## src/rtl/lcd_pkg.sv

```systemverilog
// Shared definitions for the LCD instruction engine:
// phase encoding, 50 MHz default timing and command decode.
package lcd_pkg;

    typedef enum logic [2:0] {
        IDLE,
        SETUP,
        PULSE,
        HOLD,
        GAP,
        WAIT
    } lcd_state_e;

    localparam int T_SETUP_50M      = 2;
    localparam int T_PULSE_50M      = 12;
    localparam int T_HOLD_50M       = 1;
    localparam int T_NIBBLE_GAP_50M = 50;
    localparam int T_CMD_WAIT_50M   = 2000;
    localparam int T_LONG_WAIT_50M  = 82000;

    localparam logic [7:0] CMD_CLEAR = 8'h01;
    localparam logic [7:0] CMD_HOME  = 8'h02;

    localparam int RS = 9;
    localparam int RW = 8;

    // Clear and return-home (0x01..0x03 with RS=0) need the long settle time
    function automatic logic is_long_cmd(input logic [9:0] d);
        return !d[RS] &&
               (d[7:0] == CMD_CLEAR ||
                d[7:0] == CMD_HOME  ||
                d[7:0] == (CMD_CLEAR | CMD_HOME));
    endfunction

endpackage

```

## src/rtl/lcd_instr_engine_if.sv

```systemverilog
// Instruction handshake between a sequencer (master)
// and the LCD instruction engine (slave).
interface lcd_instr_engine_if;

    logic       instr_valid;
    logic       instr_ready;
    logic [9:0] db;

    modport master (
        output instr_valid,
        output db,
        input  instr_ready
    );

    modport slave (
        input  instr_valid,
        input  db,
        output instr_ready
    );

endinterface

```

## src/rtl/lcd_phase_timer.sv

```systemverilog
// Loadable down-counter timing each engine phase;
// saturates at zero so an idle engine sees zero forever.
module lcd_phase_timer #(
    parameter int CNT_W = 17
) (
    input  logic             clk,
    input  logic             reset,
    input  logic             load,
    input  logic [CNT_W-1:0] load_val,
    output logic [CNT_W-1:0] value,
    output logic             zero
);

    logic [CNT_W-1:0] cnt_q;
    logic [CNT_W-1:0] cnt_d;

    // Reload on request, else count down and stick at zero
    always_comb begin
        cnt_d = cnt_q;
        if (load) begin
            cnt_d = load_val;
        end else if (cnt_q != '0) begin
            cnt_d = cnt_q - CNT_W'(1);
        end
    end

    // Counter register
    always_ff @(posedge clk or posedge reset) begin
        if (reset) begin
            cnt_q <= '0;
        end else begin
            cnt_q <= cnt_d;
        end
    end

    assign value = cnt_q;
    assign zero  = (cnt_q == '0);

endmodule

```

## src/rtl/lcd_instr_engine.sv

```systemverilog
// Serialises one {RS,RW,D} instruction onto an HD44780-style
// bus in 4- or 8-bit mode, with all pin timing self-generated.
module lcd_instr_engine
    import lcd_pkg::*;
#(
    parameter int BUS_W        = 4,
    parameter int T_SETUP      = T_SETUP_50M,
    parameter int T_PULSE      = T_PULSE_50M,
    parameter int T_HOLD       = T_HOLD_50M,
    parameter int T_NIBBLE_GAP = T_NIBBLE_GAP_50M,
    parameter int T_CMD_WAIT   = T_CMD_WAIT_50M,
    parameter int T_LONG_WAIT  = T_LONG_WAIT_50M,
    parameter int CNT_W        = 17
) (
    input  logic               clk,
    input  logic               reset,
    lcd_instr_engine_if.slave  bus,
    output logic               LCD_RS,
    output logic               LCD_RW,
    output logic               LCD_E,
    output logic [BUS_W-1:0]   SF_D,
    output logic               done
);

    lcd_state_e state_q, state_d;

    logic [3:0]       lo_q, lo_d;
    logic             long_q, long_d;
    logic             nib_lo_q, nib_lo_d;
    logic             rs_q, rs_d;
    logic             rw_q, rw_d;
    logic             e_q, e_d;
    logic [BUS_W-1:0] sf_q, sf_d;
    logic             done_q, done_d;
    logic             ready_q, ready_d;

    logic             tmr_load;
    logic [CNT_W-1:0] tmr_val;
    logic [CNT_W-1:0] tmr_unused_value;
    logic             tmr_zero;

    logic [BUS_W-1:0] first_w;
    logic [BUS_W-1:0] second_w;

    lcd_phase_timer #(
        .CNT_W (CNT_W)
    ) u_timer (
        .clk      (clk),
        .reset    (reset),
        .load     (tmr_load),
        .load_val (tmr_val),
        .value    (tmr_unused_value),
        .zero     (tmr_zero)
    );

    // First transfer is the whole byte or its upper nibble
    if (BUS_W == 8) begin : g_byte
        assign first_w = BUS_W'(bus.db[7:0]);
    end else begin : g_nibble
        assign first_w = BUS_W'(bus.db[7:4]);
    end

    assign second_w = BUS_W'(lo_q);

    // Phase sequencing; pin values are computed from the next phase
    always_comb begin
        state_d  = state_q;
        lo_d     = lo_q;
        long_d   = long_q;
        nib_lo_d = nib_lo_q;
        rs_d     = rs_q;
        rw_d     = rw_q;
        sf_d     = sf_q;
        tmr_load = 1'b0;
        tmr_val  = '0;

        unique case (state_q)
            IDLE: begin
                if (bus.instr_valid && ready_q) begin
                    lo_d     = bus.db[3:0];
                    long_d   = is_long_cmd(bus.db);
                    nib_lo_d = 1'b0;
                    rs_d     = bus.db[RS];
                    rw_d     = bus.db[RW];
                    sf_d     = first_w;
                    tmr_load = 1'b1;
                    tmr_val  = CNT_W'(T_SETUP - 1);
                    state_d  = SETUP;
                end
            end
            SETUP: begin
                if (tmr_zero) begin
                    tmr_load = 1'b1;
                    tmr_val  = CNT_W'(T_PULSE - 1);
                    state_d  = PULSE;
                end
            end
            PULSE: begin
                if (tmr_zero) begin
                    tmr_load = 1'b1;
                    tmr_val  = CNT_W'(T_HOLD - 1);
                    state_d  = HOLD;
                end
            end
            HOLD: begin
                if (tmr_zero) begin
                    tmr_load = 1'b1;
                    if (BUS_W == 4 && !nib_lo_q) begin
                        tmr_val = CNT_W'(T_NIBBLE_GAP - 1);
                        state_d = GAP;
                    end else begin
                        tmr_val = long_q ? CNT_W'(T_LONG_WAIT - 1)
                                         : CNT_W'(T_CMD_WAIT - 1);
                        state_d = WAIT;
                    end
                end
            end
            GAP: begin
                if (tmr_zero) begin
                    nib_lo_d = 1'b1;
                    sf_d     = second_w;
                    tmr_load = 1'b1;
                    tmr_val  = CNT_W'(T_SETUP - 1);
                    state_d  = SETUP;
                end
            end
            WAIT: begin
                if (tmr_zero) begin
                    state_d = IDLE;
                end
            end
            default: begin
                state_d = IDLE;
            end
        endcase

        e_d     = (state_d == PULSE);
        done_d  = (state_q == WAIT) && tmr_zero;
        ready_d = (state_d == IDLE);
    end

    // State and registered pin outputs
    always_ff @(posedge clk or posedge reset) begin
        if (reset) begin
            state_q  <= IDLE;
            lo_q     <= '0;
            long_q   <= 1'b0;
            nib_lo_q <= 1'b0;
            rs_q     <= 1'b0;
            rw_q     <= 1'b0;
            e_q      <= 1'b0;
            sf_q     <= '0;
            done_q   <= 1'b0;
            ready_q  <= 1'b1;
        end else begin
            state_q  <= state_d;
            lo_q     <= lo_d;
            long_q   <= long_d;
            nib_lo_q <= nib_lo_d;
            rs_q     <= rs_d;
            rw_q     <= rw_d;
            e_q      <= e_d;
            sf_q     <= sf_d;
            done_q   <= done_d;
            ready_q  <= ready_d;
        end
    end

    assign bus.instr_ready = ready_q;
    assign LCD_RS          = rs_q;
    assign LCD_RW          = rw_q;
    assign LCD_E           = e_q;
    assign SF_D            = sf_q;
    assign done            = done_q;

endmodule
```

## src/flat_wrapper.sv

```systemverilog
// flat-port wrapper written by rule: the top's interface ports become plain ports
module lcd_instr_engine_flat import lcd_pkg::*;
#(
    parameter int BUS_W        = 4,
    parameter int T_SETUP      = T_SETUP_50M,
    parameter int T_PULSE      = T_PULSE_50M,
    parameter int T_HOLD       = T_HOLD_50M,
    parameter int T_NIBBLE_GAP = T_NIBBLE_GAP_50M,
    parameter int T_CMD_WAIT   = T_CMD_WAIT_50M,
    parameter int T_LONG_WAIT  = T_LONG_WAIT_50M,
    parameter int CNT_W        = 17
)
  (clk, reset, LCD_RS, LCD_RW, LCD_E, SF_D, done, bus_instr_valid, bus_db, bus_instr_ready);
  lcd_instr_engine_if bus_i ();
  input  logic clk;
  input  logic reset;
  output logic LCD_RS;
  output logic LCD_RW;
  output logic LCD_E;
  output logic [BUS_W-1:0] SF_D;
  output logic done;
  input wire logic [$bits(bus_i.instr_valid)-1:0] bus_instr_valid;
  input wire logic [$bits(bus_i.db)-1:0] bus_db;
  output wire logic [$bits(bus_i.instr_ready)-1:0] bus_instr_ready;
  assign bus_i.instr_valid = bus_instr_valid;
  assign bus_i.db = bus_db;
  assign bus_instr_ready = bus_i.instr_ready;
  lcd_instr_engine #(.BUS_W(BUS_W), .T_SETUP(T_SETUP), .T_PULSE(T_PULSE), .T_HOLD(T_HOLD), .T_NIBBLE_GAP(T_NIBBLE_GAP), .T_CMD_WAIT(T_CMD_WAIT), .T_LONG_WAIT(T_LONG_WAIT), .CNT_W(CNT_W)) u_core (.clk(clk), .reset(reset), .bus(bus_i), .LCD_RS(LCD_RS), .LCD_RW(LCD_RW), .LCD_E(LCD_E), .SF_D(SF_D), .done(done));
endmodule
```

## config.mk

```make
export PLATFORM = sky130hd
export DESIGN_NAME = lcd_instr_engine_flat
export DESIGN_NICKNAME = d
export VERILOG_FILES = /design/src/rtl/lcd_pkg.sv /design/src/rtl/lcd_instr_engine_if.sv /design/src/rtl/lcd_phase_timer.sv /design/src/rtl/lcd_instr_engine.sv /design/src/flat_wrapper.sv
export SDC_FILE = /design/constraint.sdc
export NUM_CORES = 1
export LEC_CHECK = 0
export CORE_ASPECT_RATIO = 1.2
export CORE_MARGIN = 2
export CORE_UTILIZATION = 35
export CTS_BUF_LIST = sky130_fd_sc_hd__clkbuf_4 sky130_fd_sc_hd__clkbuf_8
export CTS_CLUSTER_DIAMETER = 30
export DETAILED_ROUTE_END_ITERATION = 10
export PLACE_DENSITY = 0.59
export SETUP_SLACK_MARGIN = 0.4
export SYNTH_ARGS = -nofsm -noshare
export SYNTH_HDL_FRONTEND = slang
export SYNTH_SLANG_ARGS = --single-unit
```

## constraint.sdc

```tcl
create_clock -name clk -period 4.8 [get_ports clk]
set_clock_uncertainty 0.15 [all_clocks]
set_input_delay 0.48 -clock clk [delete_from_list [all_inputs] [get_ports clk]]
set_output_delay 0.48 -clock clk [all_outputs]
set_load 0.1 [all_outputs]
```

==> results.md, run 1 <==
- Placeable core area: 0.005010 sq mm
- Critical Path Max Stage Delay: 1000 ps
- Final WL: between 3000 and 4000 microns
- EDFF count, synth: 0
- CP Launch Type: flop
- Routability cong.: 0.7703
- Slew Limit Fails: 0
- Share of layout cells above drive strength 1: under 10%
- Synthesized area: between 0.0015 and 0.002 sq mm
- Total Power: between 0.0005 and 0.0006 W
- Resize count post-CTS: 0
- Net Count, Synth: roughly 210
- Via Count: ~1,400
- Fraction of registers with async set/reset: 100.0%
- Hold-fix buffers at CTS: 0
- Cells after synthesis: 196
- Top Family by Delay on Critical Path: simple AND/OR/NAND/NOR gates
- Worst path bufs/invs: 1
- Crit share post-route: between 50% and 60%
- I/O pin total: 22
- Root buf cell: clkbuf_8
- Fin nets: around 230
- Worst-skew pair later-pin latency: between 200 and 300 ps
- Vias/cell: around 5.1
- IO Port Bufs: 21
- Clock tree buffer depth: 2
- Max cap viols: 0
- P_leak: 0.9380 nW
- Post-route DRC: 0
- FILL cells: between 500 and 600
- Layout area overhead: 19.54%
- VDD IR-drop max: ~140 uV
- CTS Buf Count: 5
- Initial DRC count: 35
- Crit path max fanout: 11
- Worst-margin pin slew: around 1200 ps
- Clock net sink count: 35
- First-pass GRT wire length: approximately 6700 microns
- Worst reg2reg setup slack: ~1900 ps
- Crit Path Class: reg2reg
- Vias in the first global route: ~1,400
- CP Capture Type: flop
- Die footprint: just under 0.006 sq mm
- Final ANT Viol Nets: 0
- Worst EP required: roughly 4800 ps
- Post-synthesis sequential area ratio: a little under half
- WL/cell: approximately 13 microns
- Tmin final: ~2900 ps
- Synth Warn #: 0
- Die Y: approximately 84 microns
- RSZ-0062 raised after global routing: no
- Slowest stage cell, crit path: nor3_1
- Commonest non-fill, non-tap cell in the layout: nand2_1
- Slew margin rel.: between 20% and 30%
- Commonest non-fill, non-tap cells in the layout: 43 x nand2_1, 34 x dfrtp_1, 21 x clkdlybuf4s50_1
- All-layer global routing usage: approximately 14%
- Hold Fails Final Rpt: 0
- Worst-path clk slew: 70 ps
- Outcome: finished clean
- Fmax: between 0.3 and 0.4 GHz
- Overflow after GRT: 0
- Avg Cell Area, Syn: roughly 9.4 sq um
- Final setup viols: 0
- Power Dens Cells: 248.9 mW/mm^2
- Sum Neg Setup Slack: 0 ps
- Top FF cell, synth: dfrtp_1
- Crit-path cells: inv_1 -> ha_1 -> nor4b_2 -> nand4_4 -> nor3_1 -> o21a_1 -> o21ai_0
- Pin count of the biggest net entering global routing: 36
- DRT Pass-1 Iters: 4
- DP HPWL: between 2000 and 3000 microns
- Distinct cells, synth: 43
- N_diodes: 0
- Data arrival, critical path: ~2900 ps
- Initial core utilization: between 30% and 40%
- CTS tree: yes
- Number of post-CTS setup repair buffers: 0
- Die W: between 70 and 80 microns
- Synthesized flop and latch total: 35
- # rows: 28
- Htree depth: 2
- Initial antenna violation count: 0
- Hold Crit Class: reg2reg
==> power by group <==
part | switching (W) | internal, W
sequential | 0 | 0.000295
combinational | 0.00000814 | 0.00000932
clock | 0.0000998 | 0.000137
total | 0.000108 | 0.000441
==> layer usage <==
layer  GRT usage (%)  vias up  wire [microns]
met5               0        -               0
met4           4.196        0              47
met3           3.502        6             143
met2           24.53       28            1850
met1           16.89      662            1692
li1                -      730               -
==> flip-flops by register name (all words and copies together), names as in the netlist <==
| signal | cells |
|---|---|
| u_core.done | 1 |
| u_core.LCD_RS | 1 |
| u_core.state_q | 3 |
| u_core.bus.instr_ready | 1 |
| u_core.u_timer.value | 17 |
| u_core.SF_D | 4 |
| u_core.LCD_RW | 1 |
| u_core.nib_lo_q | 1 |
| u_core.long_q | 1 |
| u_core.LCD_E | 1 |
| u_core.lo_q | 4 |
==> Yosys cell counts, types with 3 or more instances <==
cell type | instances | area [sq um]
xnor2_1 | 6 | 52.55
a21oi_1 | 15 | 75.07
buf_2 | 5 | 25.02
nand4_1 | 4 | 25.02
xor2_1 | 6 | 52.55
nand2_1 | 43 | 161.4
o22ai_1 | 5 | 31.28
nor2_1 | 19 | 71.32
inv_1 | 4 | 15.01
clkbuf_1 | 3 | 11.26
nand3_1 | 6 | 30.03
nor3_1 | 3 | 15.01
o21ai_0 | 5 | 25.02
dfrtp_1 | 34 | 850.8
==> logic make-up after synthesis <==
group | after synthesis | synth area share (%)
AO/OA/AOI/OAI | 37 | 12.48
buffers and inverters | 12 | 2.781
flip-flops | 35 | 47.56
multiplexers | 3 | 1.696
XOR/XNOR | 12 | 5.699
adder cells (fa/ha/maj) | 2 | 1.357
AND/OR/NAND/NOR | 95 | 28.43
==> worst register-to-register path: cells and delay by family (launching register included) <==
family                   cells  cell delay [ps]
AO/OA/AOI/OAI                2              310
adder cells (fa/ha/maj)      1              150
buffers and inverters        1              140
flip-flops                   1              410
AND/OR/NAND/NOR              3             1590
==> cell type report <==
| cell class | count | area [sq um] | area share, % |
|---|---|---|---|
| sequential | 35 | 877.1 | 39.78 |
| timing repair buffer | 22 | 217.7 | 9.875 |
| inverter | 4 | 15.01 | 0.6810 |
| tap | 60 | 75.07 | 3.405 |
| multi-input combinational | 149 | 915.9 | 41.54 |
| clock buffer | 8 | 103.9 | 4.711 |
==> metrics by stage <==
step | cells | hold slack (ps) | setup WS [ps] | util (%) | cell area, sq um
after floorplan | 196 | 296.5 | 2771 | - | 1844
after global routing | 278 | 356.1 | 1677 | 44.01 | 2205
final | 278 | 329.9 | 1924 | 44.01 | 2205
after CTS | 278 | 331.9 | 1888 | 44.01 | 2205
after global placement | 270 | 310.4 | 1945 | 41.93 | 2101
after detailed placement | 270 | 311.4 | 1933 | 41.93 | 2101
==> path summary, 6_finish.rpt <==
| check | to | cells past startpoint | start |
|---|---|---|---|
| setup / recovery | u_core.u_timer.value[3]$_DFFE_PP0P_ | 7 | u_core.u_timer.value[0]$_DFFE_PP0P_ |
| hold / removal | u_core.lo_q[2]$_DFFE_PP0P_ | 2 | u_core.lo_q[2]$_DFFE_PP0P_ |
| setup reg to reg | u_core.u_timer.value[3]$_DFFE_PP0P_ | 7 | u_core.u_timer.value[0]$_DFFE_PP0P_ |
| hold reg to reg | u_core.lo_q[2]$_DFFE_PP0P_ | 2 | u_core.lo_q[2]$_DFFE_PP0P_ |
| max in group asynchronous | u_core.bus.instr_ready$_DFF_PP1_ | 3 | reset |
| min in group asynchronous | u_core.SF_D[2]$_DFFE_PP0P_ | 3 | reset |
(Power assumes the default switching activity.)
==> run 2: changes to the inputs <==
==> constraint.sdc (replaced) <==
create_clock -name clk -period 2.8 [get_ports clk]
set_clock_uncertainty 0.15 [all_clocks]
set_input_delay 0.28 -clock clk [delete_from_list [all_inputs] [get_ports clk]]
set_output_delay 0.28 -clock clk [all_outputs]
set_load 0.1 [all_outputs]
==> results.md, run 2 (same netlist as run 1, synthesis figures left out) <==
- Final setup viols: 0 (unchanged)
- Placed insts: 276 (+2.2%)
- Commonest non-fill, non-tap cell in the layout: nand2_1
- Multi-input logic area: 934.6 sq um (+2.0%)
- Number of post-CTS setup repair buffers: 0 (unchanged)
- Register Area: 877.1 sq um (unchanged)
- Vias/cell: 5.165 (+0.70%)
- Via Count: 1,467 (+2.9%)
- Initial DRC count: 58 (+66%)
- Routability cong.: 0.7672 (-0.40%)
- VDD IR-drop max: 281.0 uV (+98%)
- Vias in the first global route: 1,478 (+2.7%)
- Share of layout cells above drive strength 1: 16.96% (+7.8 points)
- WL/cell: 14.25 microns (+6.1%)
- Clock tree buffer depth: 2 (unchanged)
- Overflow after GRT: 0 (unchanged)
- Critical Path Max Stage Delay: 420 ps (-580 ps)
- Clock net sink count: 35 (unchanged)
- IO Port Bufs: 21 (unchanged)
- DRT Pass-1 Iters: 4 (unchanged)
- Max FFs per register: 17 (unchanged)
- Post-route DRC: 0 (unchanged)
- Post-DP Area: 0.002123 sq mm (+1.1%)
- Layout area overhead: 21.78%
- Pint: 0.0007556 W (+71%)
- P_leak: 0.9878 nW (+5.3%)
- Hold Fails Final Rpt: 0 (unchanged)
- CP Capture Type: flop
- Crit-path cells: inv_1 -> ha_1 -> nor4b_4 -> nand4_4 -> nor3b_4 -> nand4b_2 -> a21oi_2
- CP Launch Type: flop
- DP HPWL: 2873 microns (+8.3%)
- Sum Neg Setup Slack: 0 ps (unchanged)
- Power Dens Cells: 422.4 mW/mm^2 (+70%)
- Final WL: 4046 microns (+8.4%)
- Fmax: 0.4529 GHz (+30%)
- Sequential share of power: 53.3% (-0.5 points)
- Slowest stage cell, crit path: dfrtp_1
- Fin nets: 238 (+2.6%)
- FILL cells: 487 (-2.8%)
- Pre-CTS setup slack: 452.3 ps (-1481 ps)
- Worst-skew pair later-pin latency: 290 ps (about the same)
- N_diodes: 0 (unchanged)
- Crit Path Class: reg2reg
- Htree depth: 2 (unchanged)
- All-layer global routing usage: 15.51% (+1.5 points)
- Final instance area: 0.002246 sq mm (+1.9%)
- Tmin final: 2208 ps (-668.3 ps)
- Initial antenna violation count: 0 (unchanged)
- Crit path max fanout: 8 (-3)
- # rows: 28 (unchanged)
- Worst-margin pin slew: 540.5 ps (-637.8 ps)
- Die W: 70.27 microns (unchanged)
- Worst EP required: 2870 ps (-1930 ps)
- Outcome: finished clean
- Initial core utilization: 36.81% (unchanged)
- Root buf cell: clkbuf_8
- Data arrival, critical path: 2280 ps (-600 ps)
- Pin count of the biggest net entering global routing: 36 (unchanged)
- Logic pwr share: 3.2% (about the same)
- Sw power: 0.0001930 W (+79%)
- Crit share post-route: 78.86% (+19 points)
- Clock group share of total power: 43.6% (+0.5 points)
- Die Y: 83.52 microns (unchanged)
- Layout Cells excl Fill: 284 (+2.2%)
- Worst-path clk slew: 70 ps (about the same)
- Placeable core area: 0.005010 sq mm (unchanged)
- RSZ-0062 raised after global routing: no
- CTS tree: yes
- Commonest non-fill, non-tap cells in the layout: 43 x nand2_1, 34 x dfrtp_1, 19 x nor2_1
- Final WS setup: 591.9 ps (-1332 ps)
- CTS Buf Count: 5 (unchanged)
- Hold Crit Class: in2async
- Switch share: 20.35% (+0.67 points)
- Hold-fix buffers at CTS: 0 (unchanged)
- Max cap viols: 0 (unchanged)
- First-pass GRT wire length: 7258 microns (+9.0%)
- I/O pin total: 22 (unchanged)
- Die footprint: 0.005869 sq mm (unchanged)
- Slew Limit Fails: 0 (unchanged)
- Slew margin rel.: 63.67% (+43 points)
- Final ANT Viol Nets: 0 (unchanged)
[run 2: cell types whose count changed in the layout (fill, tap and decap cells not counted), sizes merged]
cell / delta
buf: +15
clkdlybuf4s50: -9
[run 2: final cells by class]
class / instances / area share (%)
multi-input combinational: 149 / 41.62
sequential: 35 / 39.05
timing repair buffer: 28 / 10.70
clock buffer: 8 / 4.624
tap: 60 / 3.343
inverter: 4 / 0.6685
[run 2: worst paths after layout]
check	start	to	slack [ps]	cells after the start
worst max-delay path	u_core.u_timer.value[0]$_DFFE_PP0P_	u_core.u_timer.value[7]$_DFFE_PP0P_	590	7
worst min-delay path	reset	u_core.lo_q[1]$_DFFE_PP0P_	240	3
worst max register to register	u_core.u_timer.value[0]$_DFFE_PP0P_	u_core.u_timer.value[7]$_DFFE_PP0P_	590	7
worst min register to register	u_core.lo_q[2]$_DFFE_PP0P_	u_core.lo_q[2]$_DFFE_PP0P_	330	2
max in group asynchronous	reset	u_core.bus.instr_ready$_DFF_PP1_	1930	3
min in group clk	u_core.lo_q[2]$_DFFE_PP0P_	u_core.lo_q[2]$_DFFE_PP0P_	330	2
[run 2: power by group through the flow]
stage	Combinational (W)	Clock, W	Sequential [W]
after floorplan	0.00000781	0	0.000515
after global placement	0.0000310	0	0.000515
after detailed placement	0.0000310	0	0.000515
after CTS	0.0000310	0.000426	0.000505
after global routing	0.0000340	0.000452	0.000505
final	0.0000300	0.000413	0.000505
[run 2: layer usage]
metal	wire (microns)	part of all wire (%)	track usage [%]	vias to the layer above
met1	1844	46	19.56	681
met2	1962	48	25.30	30
met5	0	0	0	-
met3	137	3.4	3.502	9
li1	-	-	-	747
met4	102	2.5	6.643	0
[run 2: per-stage QoR]
stage	power (W)	hold slack, ps	util, %
after floorplan	0.0005229	224.3	-
after global placement	0.0005460	309.9	42.38
after detailed placement	0.0005461	314.3	42.38
after CTS	0.0009627	253.2	44.46
after global routing	0.0009910	304.4	44.83
final	0.0009487	241.2	44.83
[run 2: worst max-delay path, delay by kind of cell (launching register included)]
family	cells	cell delay, ps
buffers and inverters	1	140
AO/OA/AOI/OAI	1	180
adder cells (fa/ha/maj)	1	170
flip-flops	1	420
AND/OR/NAND/NOR	4	1080
[run 2: what timing repair did]
action                     CTS  global route
gates resized for setup      0             4
hold endpoints to repair     0             0
setup endpoints to repair    0            21
